===== config.mk =====
export PLATFORM = sky130hd
export DESIGN_NAME = uart_rx_fifo
export DESIGN_NICKNAME = d
export VERILOG_FILES = /design/src/rtl/uart_rx_fifo_pkg.sv /design/src/rtl/uart_rx_fifo_sync_fifo.sv /design/src/rtl/uart_rx_fifo.sv
export SDC_FILE = /design/constraint.sdc
export NUM_CORES = 1
export LEC_CHECK = 0
export BUFFER_PORTS_ARGS = -buffer_cell sky130_fd_sc_hd__buf_4
export CAP_MARGIN = 25
export CORE_MARGIN = 5
export CORE_UTILIZATION = 45
export CTS_BUF_LIST = sky130_fd_sc_hd__clkbuf_16
export DETAILED_ROUTE_END_ITERATION = 16
export PLACE_DENSITY = 0.62
export SLEW_MARGIN = 5
export SYNTH_ARGS = -nofsm -noshare
export SYNTH_HDL_FRONTEND = slang
export SYNTH_HIERARCHICAL = 1
export SYNTH_SLANG_ARGS = --single-unit

===== constraint.sdc =====
create_clock -name rxclk -period 2.8 [get_ports rxclk]
set_input_delay 0.42 -clock rxclk [delete_from_list [all_inputs] [get_ports rxclk]]
set_output_delay 0.42 -clock rxclk [all_outputs]
set_load 0.03 [all_outputs]

===== src/rtl/uart_rx_fifo_pkg.sv =====
// rtl/uart_rx_fifo_pkg.sv - shared uart drain/load state encoding and defaults
// Purpose: common constants for the uart-side FIFO glue. The drain-state
//          encoding constants are shared with the tx-side loader so both
//          sides decode states identically.
// Contents: DATA_W_DEFAULT, ST_*_ENC encodings, drain_state_e, drain_next().
package uart_rx_fifo_pkg;

  localparam int DATA_W_DEFAULT = 8;

  localparam logic [1:0] ST_IDLE_ENC    = 2'b00;
  localparam logic [1:0] ST_UNLOAD_ENC  = 2'b01;
  localparam logic [1:0] ST_CAPTURE_ENC = 2'b10;

  typedef enum logic [1:0] {
    IDLE    = ST_IDLE_ENC,
    UNLOAD  = ST_UNLOAD_ENC,
    CAPTURE = ST_CAPTURE_ENC
  } drain_state_e;

  // Next-state rule for moving one item from a source (with an empty flag)
  // into a destination (with a full flag). The source is only checked in
  // IDLE; UNLOAD and CAPTURE always proceed so a strobed item is never lost.
  function automatic drain_state_e drain_next(input drain_state_e cur,
                                              input logic src_empty,
                                              input logic dst_full);
    drain_state_e nxt;
    nxt = IDLE;
    case (cur)
      IDLE:    nxt = (!src_empty && !dst_full) ? UNLOAD : IDLE;
      UNLOAD:  nxt = CAPTURE;
      CAPTURE: nxt = IDLE;
      default: nxt = IDLE;
    endcase
    return nxt;
  endfunction

endpackage


===== src/rtl/uart_rx_fifo_sync_fifo.sv =====
// rtl/uart_rx_fifo_sync_fifo.sv - single-clock first-word-fall-through FIFO
// Purpose: circular storage with registered pointers and occupancy count.
// Ports:
//   clk, reset_n       clock and synchronous active-low reset
//   wr_en, wr_data     push (ignored when full)
//   rd_en              pop (ignored when empty)
//   rd_data            head entry, combinational from rd_ptr
//   empty, full, count occupancy flags and count (0..DEPTH)
module sync_fifo #(
  parameter int DATA_W = 8,
  parameter int DEPTH  = 16,
  parameter int ADDR_W = 4
) (
  input  logic              clk,
  input  logic              reset_n,
  input  logic              wr_en,
  input  logic [DATA_W-1:0] wr_data,
  input  logic              rd_en,
  output logic [DATA_W-1:0] rd_data,
  output logic              empty,
  output logic              full,
  output logic [ADDR_W:0]   count
);

  localparam logic [ADDR_W:0]   FULL_COUNT = (ADDR_W + 1)'(DEPTH);
  localparam logic [ADDR_W:0]   CNT_ONE    = {{ADDR_W{1'b0}}, 1'b1};
  localparam logic [ADDR_W-1:0] PTR_ONE    = {{(ADDR_W - 1){1'b0}}, 1'b1};

  logic [DATA_W-1:0] mem_q [DEPTH];
  logic [ADDR_W-1:0] wr_ptr_q, wr_ptr_d;
  logic [ADDR_W-1:0] rd_ptr_q, rd_ptr_d;
  logic [ADDR_W:0]   count_q,  count_d;
  logic              wr_fire;
  logic              rd_fire;

  assign empty   = (count_q == '0);
  assign full    = (count_q == FULL_COUNT);
  assign count   = count_q;
  assign rd_data = mem_q[rd_ptr_q];

  // A pop and a push in the same cycle are both honoured even at count=1:
  // the push lands in a different slot than the one being popped.
  assign wr_fire = wr_en && !full;
  assign rd_fire = rd_en && !empty;

  always_comb begin
    wr_ptr_d = wr_ptr_q;
    rd_ptr_d = rd_ptr_q;
    count_d  = count_q;
    if (wr_fire) wr_ptr_d = wr_ptr_q + PTR_ONE;
    if (rd_fire) rd_ptr_d = rd_ptr_q + PTR_ONE;
    case ({wr_fire, rd_fire})
      2'b10:   count_d = count_q + CNT_ONE;
      2'b01:   count_d = count_q - CNT_ONE;
      default: count_d = count_q;
    endcase
  end

  always_ff @(posedge clk) begin
    if (!reset_n) begin
      wr_ptr_q <= '0;
      rd_ptr_q <= '0;
      count_q  <= '0;
    end else begin
      wr_ptr_q <= wr_ptr_d;
      rd_ptr_q <= rd_ptr_d;
      count_q  <= count_d;
    end
  end

  // Storage is not reset; a write requested during reset is dropped.
  always_ff @(posedge clk) begin
    if (reset_n && wr_fire) begin
      mem_q[wr_ptr_q] <= wr_data;
    end
  end

endmodule


===== src/rtl/uart_rx_fifo.sv =====
// rtl/uart_rx_fifo.sv - drains the uart receiver into a host-facing FIFO
// Purpose: watches rx_empty, strobes uld_rx_data, captures rx_data into a
//          FWFT FIFO, and flags host pops attempted while empty.
// Ports:
//   rxclk, reset_n             clock and synchronous active-low reset
//   rx_data, rx_empty          uart holding register and its empty flag
//   uld_rx_data                registered one-cycle unload strobe to uart
//   rd_en, rd_data             host pop request and head-of-FIFO byte
//   fifo_empty/full/count      occupancy status
//   underflow, clr_err         sticky illegal-pop flag and its clear
module uart_rx_fifo
  import uart_rx_fifo_pkg::*;
#(
  parameter int DATA_W = DATA_W_DEFAULT,
  parameter int DEPTH  = 16,
  parameter int ADDR_W = 4
) (
  input  logic              rxclk,
  input  logic              reset_n,
  input  logic [DATA_W-1:0] rx_data,
  input  logic              rx_empty,
  output logic              uld_rx_data,
  input  logic              rd_en,
  output logic [DATA_W-1:0] rd_data,
  output logic              fifo_empty,
  output logic              fifo_full,
  output logic [ADDR_W:0]   fifo_count,
  output logic              underflow,
  input  logic              clr_err
);

  drain_state_e state_q, state_d;
  logic         uld_q, uld_d;
  logic         underflow_q, underflow_d;
  logic         wr_en;

  // The uart has already latched its byte and raised rx_empty by the time
  // we reach CAPTURE, so rx_data is stable for the write.
  assign wr_en = (state_q == CAPTURE);

  always_comb begin
    state_d = drain_next(state_q, rx_empty, fifo_full);
    // Strobe is registered: it is high exactly while state_q is UNLOAD.
    uld_d   = (state_d == UNLOAD);
    // An illegal pop in the same cycle as clr_err keeps the flag set.
    if (rd_en && fifo_empty) begin
      underflow_d = 1'b1;
    end else if (clr_err) begin
      underflow_d = 1'b0;
    end else begin
      underflow_d = underflow_q;
    end
  end

  always_ff @(posedge rxclk) begin
    if (!reset_n) begin
      state_q     <= IDLE;
      uld_q       <= 1'b0;
      underflow_q <= 1'b0;
    end else begin
      state_q     <= state_d;
      uld_q       <= uld_d;
      underflow_q <= underflow_d;
    end
  end

  assign uld_rx_data = uld_q;
  assign underflow   = underflow_q;

  sync_fifo #(
    .DATA_W (DATA_W),
    .DEPTH  (DEPTH),
    .ADDR_W (ADDR_W)
  ) u_fifo (
    .clk     (rxclk),
    .reset_n (reset_n),
    .wr_en   (wr_en),
    .wr_data (rx_data),
    .rd_en   (rd_en),
    .rd_data (rd_data),
    .empty   (fifo_empty),
    .full    (fifo_full),
    .count   (fifo_count)
  );

endmodule


==> run summary, run 1 <==
Core Rows -> 41
synth top area cells -> edfxtp_1 (65%), mux4_2 (12%), dfxtp_1 (7.1%)
Synth warnings -> 6
synthesized flop and latch total -> 149
vias post-DR -> 3,030
WL final -> 11.2 mm
DP Wirelength -> 7.18 mm
P per Cell Area -> 802 nW/µm²
initial antenna violation count -> 0
Initial Util -> 46.3%
clock skew -> 0.00909 ns
number of port buffers -> 29
Placer Congestion -> 0.772
clk_lat worst skew -> 0.41 ns
Post-Syn Instances -> 327
Syn-to-layout area delta -> 18.1%
final setup fails -> 0
post-synth top area share -> 65.0%
syn avg cell area -> 18.1 µm²
CTS tree -> yes
WS Path Type -> flop to flop
Hold Path Class -> primary input to flop
FF-to-FF Start -> u_fifo/count[0]
CP arrival -> 2.99 ns
Post-CTS Setup Bufs -> 0
status -> completed
Setup TNS Final -> 0 ns
Hold Buf Count CTS -> 0
DR vias/cell -> 5.40
Initial DRT Pass Iterations -> 4
Max Clk Rate -> 0.378 GHz
hold path endpoint -> uld_rx_data
hold depth -> 2
clock sinks -> 149
r2r endpoint -> u_fifo/count[4]
layout cells sized above 1 -> 30.6%
ys flop type -> edfxtp_1
Final min period -> 2.65 ns
crit-path max FO -> 5
antenna-violating nets left -> 0
max_slew headroom -> 34.3%
vias in the first global route -> 3,273
HP Start -> rx_empty
grt total ovfl -> 0
fin nets -> 399
first-pass GRT wire length -> 17.9 mm
Final Max Tran Viols -> 0
Longest Clk Path Bufs -> 2
worst-path cell chain -> or4_4 > o21a_1 > inv_1 > ha_2 > inv_1 > fa_2 > nand2b_1 > a21oi_2 > mux2i_1 > mux2i_1
Clock Pin Slew Worst Setup and Hold Paths -> 0.06 ns
io pins -> 30
Max Cap Viol -> 0
DIE HEIGHT -> 125 µm
fin util -> 54.7%
fillers -> 1,007
count leader, synth -> edfxtp_1
drc violations -> 0
Distinct cells, synth -> 37
CP Capture Type -> flop
Total GRT Usage -> 15.4%
Crit path required time -> 3.14 ns
Synth Net Count -> 350
Core Area -> 12,800 µm²
RSZ-0062 raised after global routing -> no
Worst path slowest cell -> or4_4
largest net degree at the start of global routing -> 33
R2R setup slack -> 0.15 ns
Leak -> 2.35 nW
First DRT Iteration DRCs -> 230
max incr delay on CP -> 0.57 ns
peak supply drop -> 0.000423 V
die footprint -> 15,500 µm²
final period utilization -> 94.5%
drt wl/cell -> 20.0 µm
worst slew pin tran -> 0.982 ns
CTS buffer count -> 17
H-tree depth -> 4
Worst Reg-to-Reg Cells -> 10
Ant. Diodes -> 0
Post-synth EDFFs -> 128
Tot Pwr -> 0.00560 W
Worst setup SP type -> flop
post-synth top area cell -> edfxtp_1
post-synthesis async set-or-reset flop share -> 0%
synthesized cell area -> 5910 µm²
chip width -> 125 µm
final-report hold violation count -> 0
synth cell count leaders -> edfxtp_1 (128), mux4_2 (32), nor2_1 (24)
root buf cell -> clkbuf_16
post-synthesis sequential area ratio -> 72.1%
[routing by layer]
metal | GRT usage (%) | routed length, µm | up-vias
met5 | 0 | 0 | -
met3 | 4.76 | 501 | 16
met1 | 19.3 | 4930 | 1564
met4 | 5.74 | 171 | 0
li1 | - | - | 1377
met2 | 25.3 | 5640 | 73
[what timing repair did]
item / CTS / global route
cloned: 0 / 1
resized for setup: 1 / 1
endpoints found under the setup margin: 1 / 2
endpoints found under the hold margin: 0 / 0
[cell type report]
type / instances / area, µm² / area share (%)
clock buffer: 17 / 425 / 6.09
tap: 172 / 215 / 3.08
timing repair buffer: 45 / 380 / 5.45
inverter: 9 / 33.8 / 0.484
clock inverter: 15 / 96.3 / 1.38
sequential: 149 / 4270 / 61.2
multi-input combinational: 154 / 1560 / 22.3
[worst max-delay path: cells and delay by family (launching register included)]
family                   cells  cell delay [ns]
flip-flops                   1             0.36
AO/OA/AOI/OAI                2             0.34
multiplexers                 2             0.41
AND/OR/NAND/NOR              2             0.73
buffers and inverters        2             0.15
adder cells (fa/ha/maj)      2             0.58
[stage by stage]
stage / cells / setup slack, ns / hold WS (ns) / cell area (µm²)
finish: 561 / 0.153 / 0.173 / 6980
global route: 561 / 0.0407 / 0.153 / 6980
CTS: 560 / 0.0855 / 0.148 / 6960
detailed placement: 528 / 0.0161 / 0.455 / 6430
global placement: 528 / 0.0952 / 0.446 / 6430
floorplan: 327 / 0.0124 / 0.435 / 5930
[layout by cell type (no fill, tap or decap), types with 9 or more instances in the layout]
cell type | synthesis | routed
inv_1 | 9 | 11
clkbuf_16 | 0 | 18
nor2_1 | 24 | 24
and2_1 | 9 | 9
nand2_1 | 17 | 17
mux4_2 | 32 | 32
dfxtp_1 | 21 | 17
edfxtp_1 | 128 | 128
a22oi_1 | 16 | 16
buf_4 | 0 | 42
[cell families after synthesis]
logic type | after synthesis | share of synthesized area, %
DFF | 149 | 72.1
adders and majority gates | 10 | 2.24
and+or+nand+nor | 73 | 6.16
AOI/OAI and AO/OA | 28 | 3.85
buffers and inverters | 24 | 1.73
xor gates and xnor gates | 6 | 0.889
muxes | 37 | 13.0
[flip-flops by register name (all words and copies together) (netlist names), named ones only]
name and cells:
u_fifo/mem_q 128, u_fifo/count 5, u_fifo/rd_ptr_q 4, u_fifo/wr_ptr_q 4, state_q 2, uld_rx_data 1, underflow 1
[worst max-delay path by stage]
stage	start	end	slack, ns	cells past startpoint
floorplan	u_fifo/count[0]	u_fifo/count[4]	0.01	12
global placement	u_fifo/count[0]	u_fifo/count[4]	0.1	10
detailed placement	u_fifo/count[0]	u_fifo/count[4]	0.02	10
CTS	u_fifo/count[0]	u_fifo/count[4]	0.09	10
global route	flop	rd_data[1]	0.04	5
finish	u_fifo/count[0]	u_fifo/count[4]	0.15	10
[report_power, final]
group,switching (W),internal [W]
clock,0.000816,0.00119
combinational,0.000556,0.000536
sequential,0.0000451,0.00246
total,0.00142,0.00418
(Power assumes the default switching activity.)
==> run 2: changes to the inputs <==
--- a/config.mk
+++ b/config.mk
@@ -8,10 +8,10 @@
 export BUFFER_PORTS_ARGS = -buffer_cell sky130_fd_sc_hd__buf_4
 export CAP_MARGIN = 25
 export CORE_MARGIN = 5
-export CORE_UTILIZATION = 45
+export CORE_UTILIZATION = 54
 export CTS_BUF_LIST = sky130_fd_sc_hd__clkbuf_16
 export DETAILED_ROUTE_END_ITERATION = 16
-export PLACE_DENSITY = 0.62
+export PLACE_DENSITY = 0.72
 export SLEW_MARGIN = 5
 export SYNTH_ARGS = -nofsm -noshare
 export SYNTH_HDL_FRONTEND = slang
==> run 2 against run 1 <==
Against the previous run: cell area rose by 1.1%; sequential power hardly changed; critical path depth decreased by 2; fmax shrank 1.1%; clock-buffer cell count is the same.
==> run summary, run 2 (synthesized netlist as in run 1, its figures left out) <==
WL final -> 10.8 mm (-4.2%)
CP Capture Type -> flop
antenna-violating nets left -> 0 (unchanged)
Clk pwr share -> 40.3% (+4.5 points)
Clock Pin Slew Worst Setup and Hold Paths -> 0.06 ns (about the same)
Sequential Power Share -> 41.9% (-2.8 points)
clock skew -> 0.00766 ns (-0.00143 ns)
CP startpoint -> u_fifo/count[0]
fin nets -> 399 (unchanged)
Int Pwr -> 0.00454 W (+8.4%)
logic gate share of total power -> 17.8% (-1.7 points)
worst setup path endpoint -> u_fifo/count[3]
H-tree depth -> 4 (unchanged)
Syn-to-layout area delta -> 19.3%
clock sinks -> 149 (unchanged)
Worst setup SP type -> flop
peak supply drop -> 0.000512 V (+21%)
clk_lat worst skew -> 0.42 ns (about the same)
DP Wirelength -> 6.56 mm (-8.6%)
root buf cell -> clkbuf_16
Final WS setup -> 0.125 ns (-0.0286 ns)
status -> completed
io pins -> 30 (unchanged)
DIE HEIGHT -> 115 µm (-8.0%)
first-pass GRT wire length -> 17.2 mm (-4.3%)
RSZ-0062 raised after global routing -> no
First DRT Iteration DRCs -> 251 (+9.1%)
vias post-DR -> 2,974 (-1.8%)
most frequent cells in the layout -> edfxtp_1 (128), buf_4 (43), mux4_2 (32), nor2_1 (24)
pre-CTS setup slack -> 0.0427 ns (+0.0266 ns)
vias in the first global route -> 3,149 (-3.8%)
initial antenna violation count -> 0 (unchanged)
Hold Slack -> 0.172 ns (-0.000450 ns)
Longest Clk Path Bufs -> 2 (unchanged)
Largest register FFs -> 128 (unchanged)
max_slew headroom -> 35.6% (+1.4 points)
Core Area -> 10,800 µm² (-16%)
Leak -> 2.38 nW (+1.4%)
P per Cell Area -> 843 nW/µm² (+5.1%)
leading cell type in the layout, fill and taps excluded -> edfxtp_1
Hold Buf Count CTS -> 0 (unchanged)
final setup fails -> 0 (unchanged)
final-report hold violation count -> 0 (unchanged)
Total GRT Usage -> 18.2% (+2.8 points)
Setup TNS Final -> 0 ns (unchanged)
Max Clk Rate -> 0.374 GHz (-1.1%)
fin cells -> 529 (-5.7%)
layout cells sized above 1 -> 31.9% (+1.3 points)
Ant. Diodes -> 0 (unchanged)
Max Cap Viol -> 0 (unchanged)
chip width -> 115 µm (-8.0%)
grt total ovfl -> 0 (unchanged)
Hold Path Class -> primary input to flop
Placer Congestion -> 0.773 (about the same)
Initial DRT Pass Iterations -> 4 (unchanged)
worst slew pin tran -> 0.962 ns (-0.0204 ns)
DR vias/cell -> 5.62 (+4.1%)
R2R setup slack -> 0.12 ns (-0.03 ns)
Core Rows -> 38 (-7.3%)
max incr delay on CP -> 0.61 ns (+0.04 ns)
Top reg by flops -> u_fifo/mem_q
CTS tree -> yes
crit-path max FO -> 5 (unchanged)
CP arrival -> 3.04 ns (+0.05 ns)
Final min period -> 2.68 ns (+0.0286 ns)
final period utilization -> 95.5% (+1.0 points)
largest net degree at the start of global routing -> 33 (unchanged)
WS Path Type -> flop to flop
Worst Reg-to-Reg Cells -> 8 (-2)
Final Max Tran Viols -> 0 (unchanged)
number of port buffers -> 29 (unchanged)
Crit path required time -> 3.16 ns (+0.02 ns)
r2r endpoint -> u_fifo/count[3]
fillers -> 690 (-31%)
Initial Util -> 54.8% (+8.5 points)
NetSw -> 0.00141 W (-0.28%)
die footprint -> 13,100 µm² (-15%)
drc violations -> 0 (unchanged)
placed cells -> 496 (-6.1%)
Worst path slowest cell -> or4b_2
drt wl/cell -> 20.4 µm (+1.5%)
FF-to-FF Start -> u_fifo/count[0]
CTS buffer count -> 17 (unchanged)
worst-path cell chain -> or4_4 > o21ai_4 > inv_1 > ha_4 > ha_1 > a21oi_1 > or4b_2 > nand3_1
Net Sw Frac -> 23.8% (-1.5 points)
==> run 2: changes by cell type in the layout (fill, tap and decap cells not counted), sizes merged <==
cell and change:
inv -5, bufinv +4, clkinvlp +4, clkinv -3, buf +1, clkbuf -1
==> run 2: final cells by class <==
type	instances	area [µm²]	share of cell area, %
clock buffers	17	425	6.03
clock inverters	15	211	3.00
inverters	9	33.8	0.479
multi-input cells	154	1580	22.4
flip-flops and latches	149	4270	60.5
well taps	140	175	2.48
repair buffers	45	363	5.14
==> run 2: per-stage QoR <==
| step | total power (W) | utilization (%) | area (µm²) |
|---|---|---|---|
| 3_3_place_gp | 0.00355 | 59.2 | 6390 |
| 4_1_cts | 0.00598 | 65.1 | 7030 |
| 6_report | 0.00595 | 65.4 | 7060 |
| 2_1_floorplan | 0.00330 | - | 5930 |
| 3_5_place_dp | 0.00358 | 59.2 | 6390 |
| 5_1_grt | 0.00620 | 65.4 | 7060 |
==> run 2: layer usage <==
metal | part of all wire, % | vias up | wire length [µm] | global-route usage [%]
li1 | - | 1378 | - | -
met1 | 42 | 1506 | 4500 | 22.8
met2 | 52 | 75 | 5610 | 30.0
met3 | 4.4 | 15 | 473 | 5.60
met4 | 1.7 | 0 | 184 | 6.81
met5 | 0 | - | 0 | 0
==> run 2: how the worst min path moves through the flow <==
| stage | start | end | slack, ns | depth (start not counted) |
|---|---|---|---|---|
| floorplan | state_q[0] | state_q[1] | 0.43 | 2 |
| global placement | state_q[0] | state_q[1] | 0.44 | 2 |
| detailed placement | state_q[0] | state_q[1] | 0.46 | 2 |
| CTS | rx_empty | uld_rx_data | 0.15 | 2 |
| global route | rx_empty | state_q[0] | 0.15 | 2 |
| finish | rx_empty | uld_rx_data | 0.17 | 2 |
==> run 2: repair_timing <==
action / 4_1_cts / 5_1_grt
setup buffers: 0 / 1
setup endpoints to repair: 0 / 2
resized for setup: 0 / 4
==> run 2: critical path: cells and delay by family (launching register included) <==
kind / cells / cell delay [ns]
simple gates: 3 / 1.25
fa+ha+maj: 2 / 0.57
flops: 1 / 0.36
compound gates: 2 / 0.32
buf+inv: 1 / 0.10
==> run 2: power by group through the flow <==
stage	Combinational [W]	Clock, W	Sequential (W)
after CTS	0.00104	0.00244	0.00249
final	0.00106	0.00240	0.00250
after global routing	0.00115	0.00255	0.00250
after floorplan	0.000727	0	0.00257
after detailed placement	0.00104	0	0.00254
after global placement	0.00102	0	0.00254
==> run 3: changes to the inputs <==
--- a/config.mk
+++ b/config.mk
@@ -5,13 +5,14 @@
 export SDC_FILE = /design/constraint.sdc
 export NUM_CORES = 1
 export LEC_CHECK = 0
+export ABC_AREA = 1
 export BUFFER_PORTS_ARGS = -buffer_cell sky130_fd_sc_hd__buf_4
 export CAP_MARGIN = 25
 export CORE_MARGIN = 5
-export CORE_UTILIZATION = 54
+export CORE_UTILIZATION = 55
 export CTS_BUF_LIST = sky130_fd_sc_hd__clkbuf_16
 export DETAILED_ROUTE_END_ITERATION = 16
-export PLACE_DENSITY = 0.72
+export PLACE_DENSITY = 0.73
 export SLEW_MARGIN = 5
 export SYNTH_ARGS = -nofsm -noshare
 export SYNTH_HDL_FRONTEND = slang
==> constraint.sdc (replaced) <==
create_clock -name rxclk -period 2.8 [get_ports rxclk]
set_input_delay 0.56 -clock rxclk [delete_from_list [all_inputs] [get_ports rxclk]]
set_output_delay 0.56 -clock rxclk [all_outputs]
set_load 0.03 [all_outputs]
==> run 3 against run 2 <==
Against the previous run: fmax about the same; critical path depth down 1; synthesized area up 12%; critical endpoint is now rd_data[7]; critical path type is now flop to output port; first-iteration DRC count up 98%; clock skew up 0.0016 ns; register-to-register slack better by 0.39 ns; worst hold slack better by 0.21 ns.
==> run summary, run 3 <==
Placer Congestion -> 0.812 (+5.1%)
CTS buffer count -> 17 (unchanged)
First DRT Iteration DRCs -> 496 (+98%)
clock skew -> 0.00928 ns (+0.00162 ns)
Post-CTS Setup Bufs -> 0 (unchanged)
Synth warnings -> 6 (unchanged)
DR vias/cell -> 5.24 (-6.8%)
synthesized cell area -> 6630 µm² (+12%)
largest net degree at the start of global routing -> 64 (+94%)
Leak -> 3.33 nW (+40%)
final period utilization -> 95.6% (about the same)
Hold Buf Count CTS -> 0 (unchanged)
DIE HEIGHT -> 120 µm (+4.5%)
worst-path cell chain -> buf_4 > nand2_1 > nand3_1 > nand3_1 > nand3_1 > nand2_1 > buf_4
CTS tree -> yes
Final min period -> 2.68 ns (+0.00123 ns)
status -> completed
fillers -> 934 (+35%)
fin nets -> 736 (+84%)
Worst setup SP type -> flop
Max Cap Viol -> 0 (unchanged)
crit-path leading delay family -> buffers and inverters
final setup fails -> 0 (unchanged)
syn avg cell area -> 9.74 µm² (-46%)
RSZ-0062 raised after global routing -> no
Syn-to-layout area delta -> 13.8%
Hold Path Class -> primary input to flop
Post-Syn Instances -> 681 (+110%)
initial antenna violation count -> 0 (unchanged)
Core Rows -> 40 (+5.3%)
max incr delay on CP -> 0.55 ns (-0.06 ns)
PostCTS Resize Cnt -> 0 (unchanged)
DP Wirelength -> 8.66 mm (+32%)
post-synthesis sequential area ratio -> 64.3% (-7.8 points)
area of the multi-input gates -> 1720 µm² (+9.1%)
P per Cell Area -> 875 nW/µm² (+3.8%)
CP Capture Type -> output port
count leader, synth -> nand2_1
worst slew pin tran -> 0.867 ns (-0.0951 ns)
Top reg by flops -> u_fifo/mem_q
WS Path Type -> flop to output port
Final Max Tran Viols -> 0 (unchanged)
antenna-violating nets left -> 0 (unchanged)
synth cell count leaders -> nand2_1 (194), edfxtp_1 (128), inv_1 (123)
max_slew headroom -> 42.0% (+6.4 points)
Ant. Diodes -> 0 (unchanged)
vias post-DR -> 4,573 (+54%)
WL final -> 13.8 mm (+28%)
Initial DRT Pass Iterations -> 7 (+3)
post-synth top area share -> 58.0% (-7.0 points)
Total GRT Usage -> 20.4% (+2.2 points)
Worst path slowest cell -> buf_4
root buf cell -> clkbuf_16
die footprint -> 14,400 µm² (+9.2%)
CP dominant cell by count -> nand3_1
Synth Net Count -> 704 (+100%)
io pins -> 30 (unchanged)
Core Area -> 11,900 µm² (+10%)
most frequent cells in the layout -> nand2_1 (194), edfxtp_1 (128), inv_1 (126), nand3_1 (109), nor2_1 (41)
Tot Pwr -> 0.00660 W (+11%)
ys flop type -> edfxtp_1
Crit path required time -> 2.24 ns (-0.92 ns)
clk_lat worst skew -> 0.42 ns (about the same)
vias in the first global route -> 4,560 (+45%)
synthesized flop and latch total -> 149 (unchanged)
WP buf/inv -> 2 (+1)
synth top area cells -> edfxtp_1 (58%), nand2_1 (11%), nand3_1 (8.2%)
first-pass GRT wire length -> 22.5 mm (+31%)
final-report hold violation count -> 0 (unchanged)
peak supply drop -> 0.000659 V (+29%)
Max Clk Rate -> 0.374 GHz (about the same)
post-synth top area cell -> edfxtp_1
clock sinks -> 149 (unchanged)
Distinct cells, synth -> 23 (-38%)
crit-path max FO -> 63 (+58)
CP arrival -> 2.12 ns (-0.92 ns)
Setup TNS Final -> 0 ns (unchanged)
drt wl/cell -> 15.8 µm (-22%)
leading cell type in the layout, fill and taps excluded -> nand2_1
drc violations -> 0 (unchanged)
Initial Util -> 55.7% (+0.87 points)
Clock Pin Slew Worst Setup and Hold Paths -> 0.06 ns (about the same)
layout cells sized above 1 -> 10.7% (-21 points)
number of port buffers -> 29 (unchanged)
Largest register FFs -> 128 (unchanged)
H-tree depth -> 4 (unchanged)
Post-synth EDFFs -> 128 (unchanged)
grt total ovfl -> 0 (unchanged)
post-synthesis async set-or-reset flop share -> 0% (unchanged)
Longest Clk Path Bufs -> 2 (unchanged)
chip width -> 120 µm (+4.5%)
sequential cell area -> 4270 µm² (-0.15%)
[run 3: cell types whose count changed after synthesis, sizes merged, moves of 4 or more]
| cell | previous run | this run |
|---|---|---|
| mux2i | 5 | 0 |
| nand2b | 4 | 0 |
| buf | 7 | 24 |
| inv | 9 | 127 |
| nand3 | 4 | 111 |
| clkbuf | 8 | 1 |
| nor2b | 5 | 0 |
| nor2 | 24 | 42 |
| mux4 | 32 | 0 |
| xnor2 | 5 | 1 |
| a21oi | 2 | 7 |
| nand2 | 17 | 199 |
| a22oi | 16 | 0 |
| and2 | 9 | 0 |
[run 3: tightest hold or removal path, delay by kind of cell]
kind / cells / cell delay (ns)
buffers and inverters: 2 / 0.10
AOI/OAI and AO/OA: 1 / 0.06
and+or+nand+nor: 1 / 0.04
[run 3: kinds of logic after synthesis]
logic type	after synthesis	share of synthesized area, %
and+or+nand+nor	354	22.6
DFF	149	64.3
AOI/OAI and AO/OA	13	0.981
buffers and inverters	152	9.74
adders and majority gates	10	2.00
xor gates and xnor gates	3	0.396
[run 3: final cells by class]
cell class                 instances  share of cell area (%)
clock inverter                    11                   0.995
clock buffer                      21                    6.96
tap                              147                    2.44
multi-input combinational        380                    22.8
inverter                         127                    6.35
timing repair buffer              38                    3.94
sequential                       149                    56.5
[run 3: power by group]
group	switching (W)	leakage, nW	internal (W)
clock network	0.000833	0.310	0.00141
logic	0.00121	1.70	0.000595
registers	0.0000681	1.32	0.00248
total	0.00211	3.33	0.00449
[run 3: final timing paths]
path	start	endpoint	slack (ns)	cells past startpoint
worst max-delay path	flop	rd_data[7]	0.12	7
worst min-delay path	clr_err	underflow	0.39	4
worst max register to register	u_fifo/count[1]	u_fifo/count[4]	0.51	14
worst min register to register	state_q[0]	state_q[1]	0.46	2
[run 3: per-stage QoR]
step | hold WS [ns] | worst slack, ns | std cells | utilization, % | instance area (µm²)
after floorplan | 0.431 | 0.699 | 681 | - | 6630
after global placement | 0.442 | 0.634 | 841 | 58.3 | 6950
after detailed placement | 0.452 | 0.549 | 841 | 58.3 | 6950
after CTS | 0.374 | 0.160 | 873 | 63.4 | 7550
after global routing | 0.376 | 0.0191 | 873 | 63.4 | 7550
final | 0.387 | 0.124 | 873 | 63.4 | 7550
[run 3: metal layers]
layer,vias up,global-route usage (%),share of wire (%)
li1,2235,-,-
met1,2140,24.8,42
met2,167,34.3,49
met3,31,4.95,6.7
met4,0,10.0,2.4
met5,-,0,0
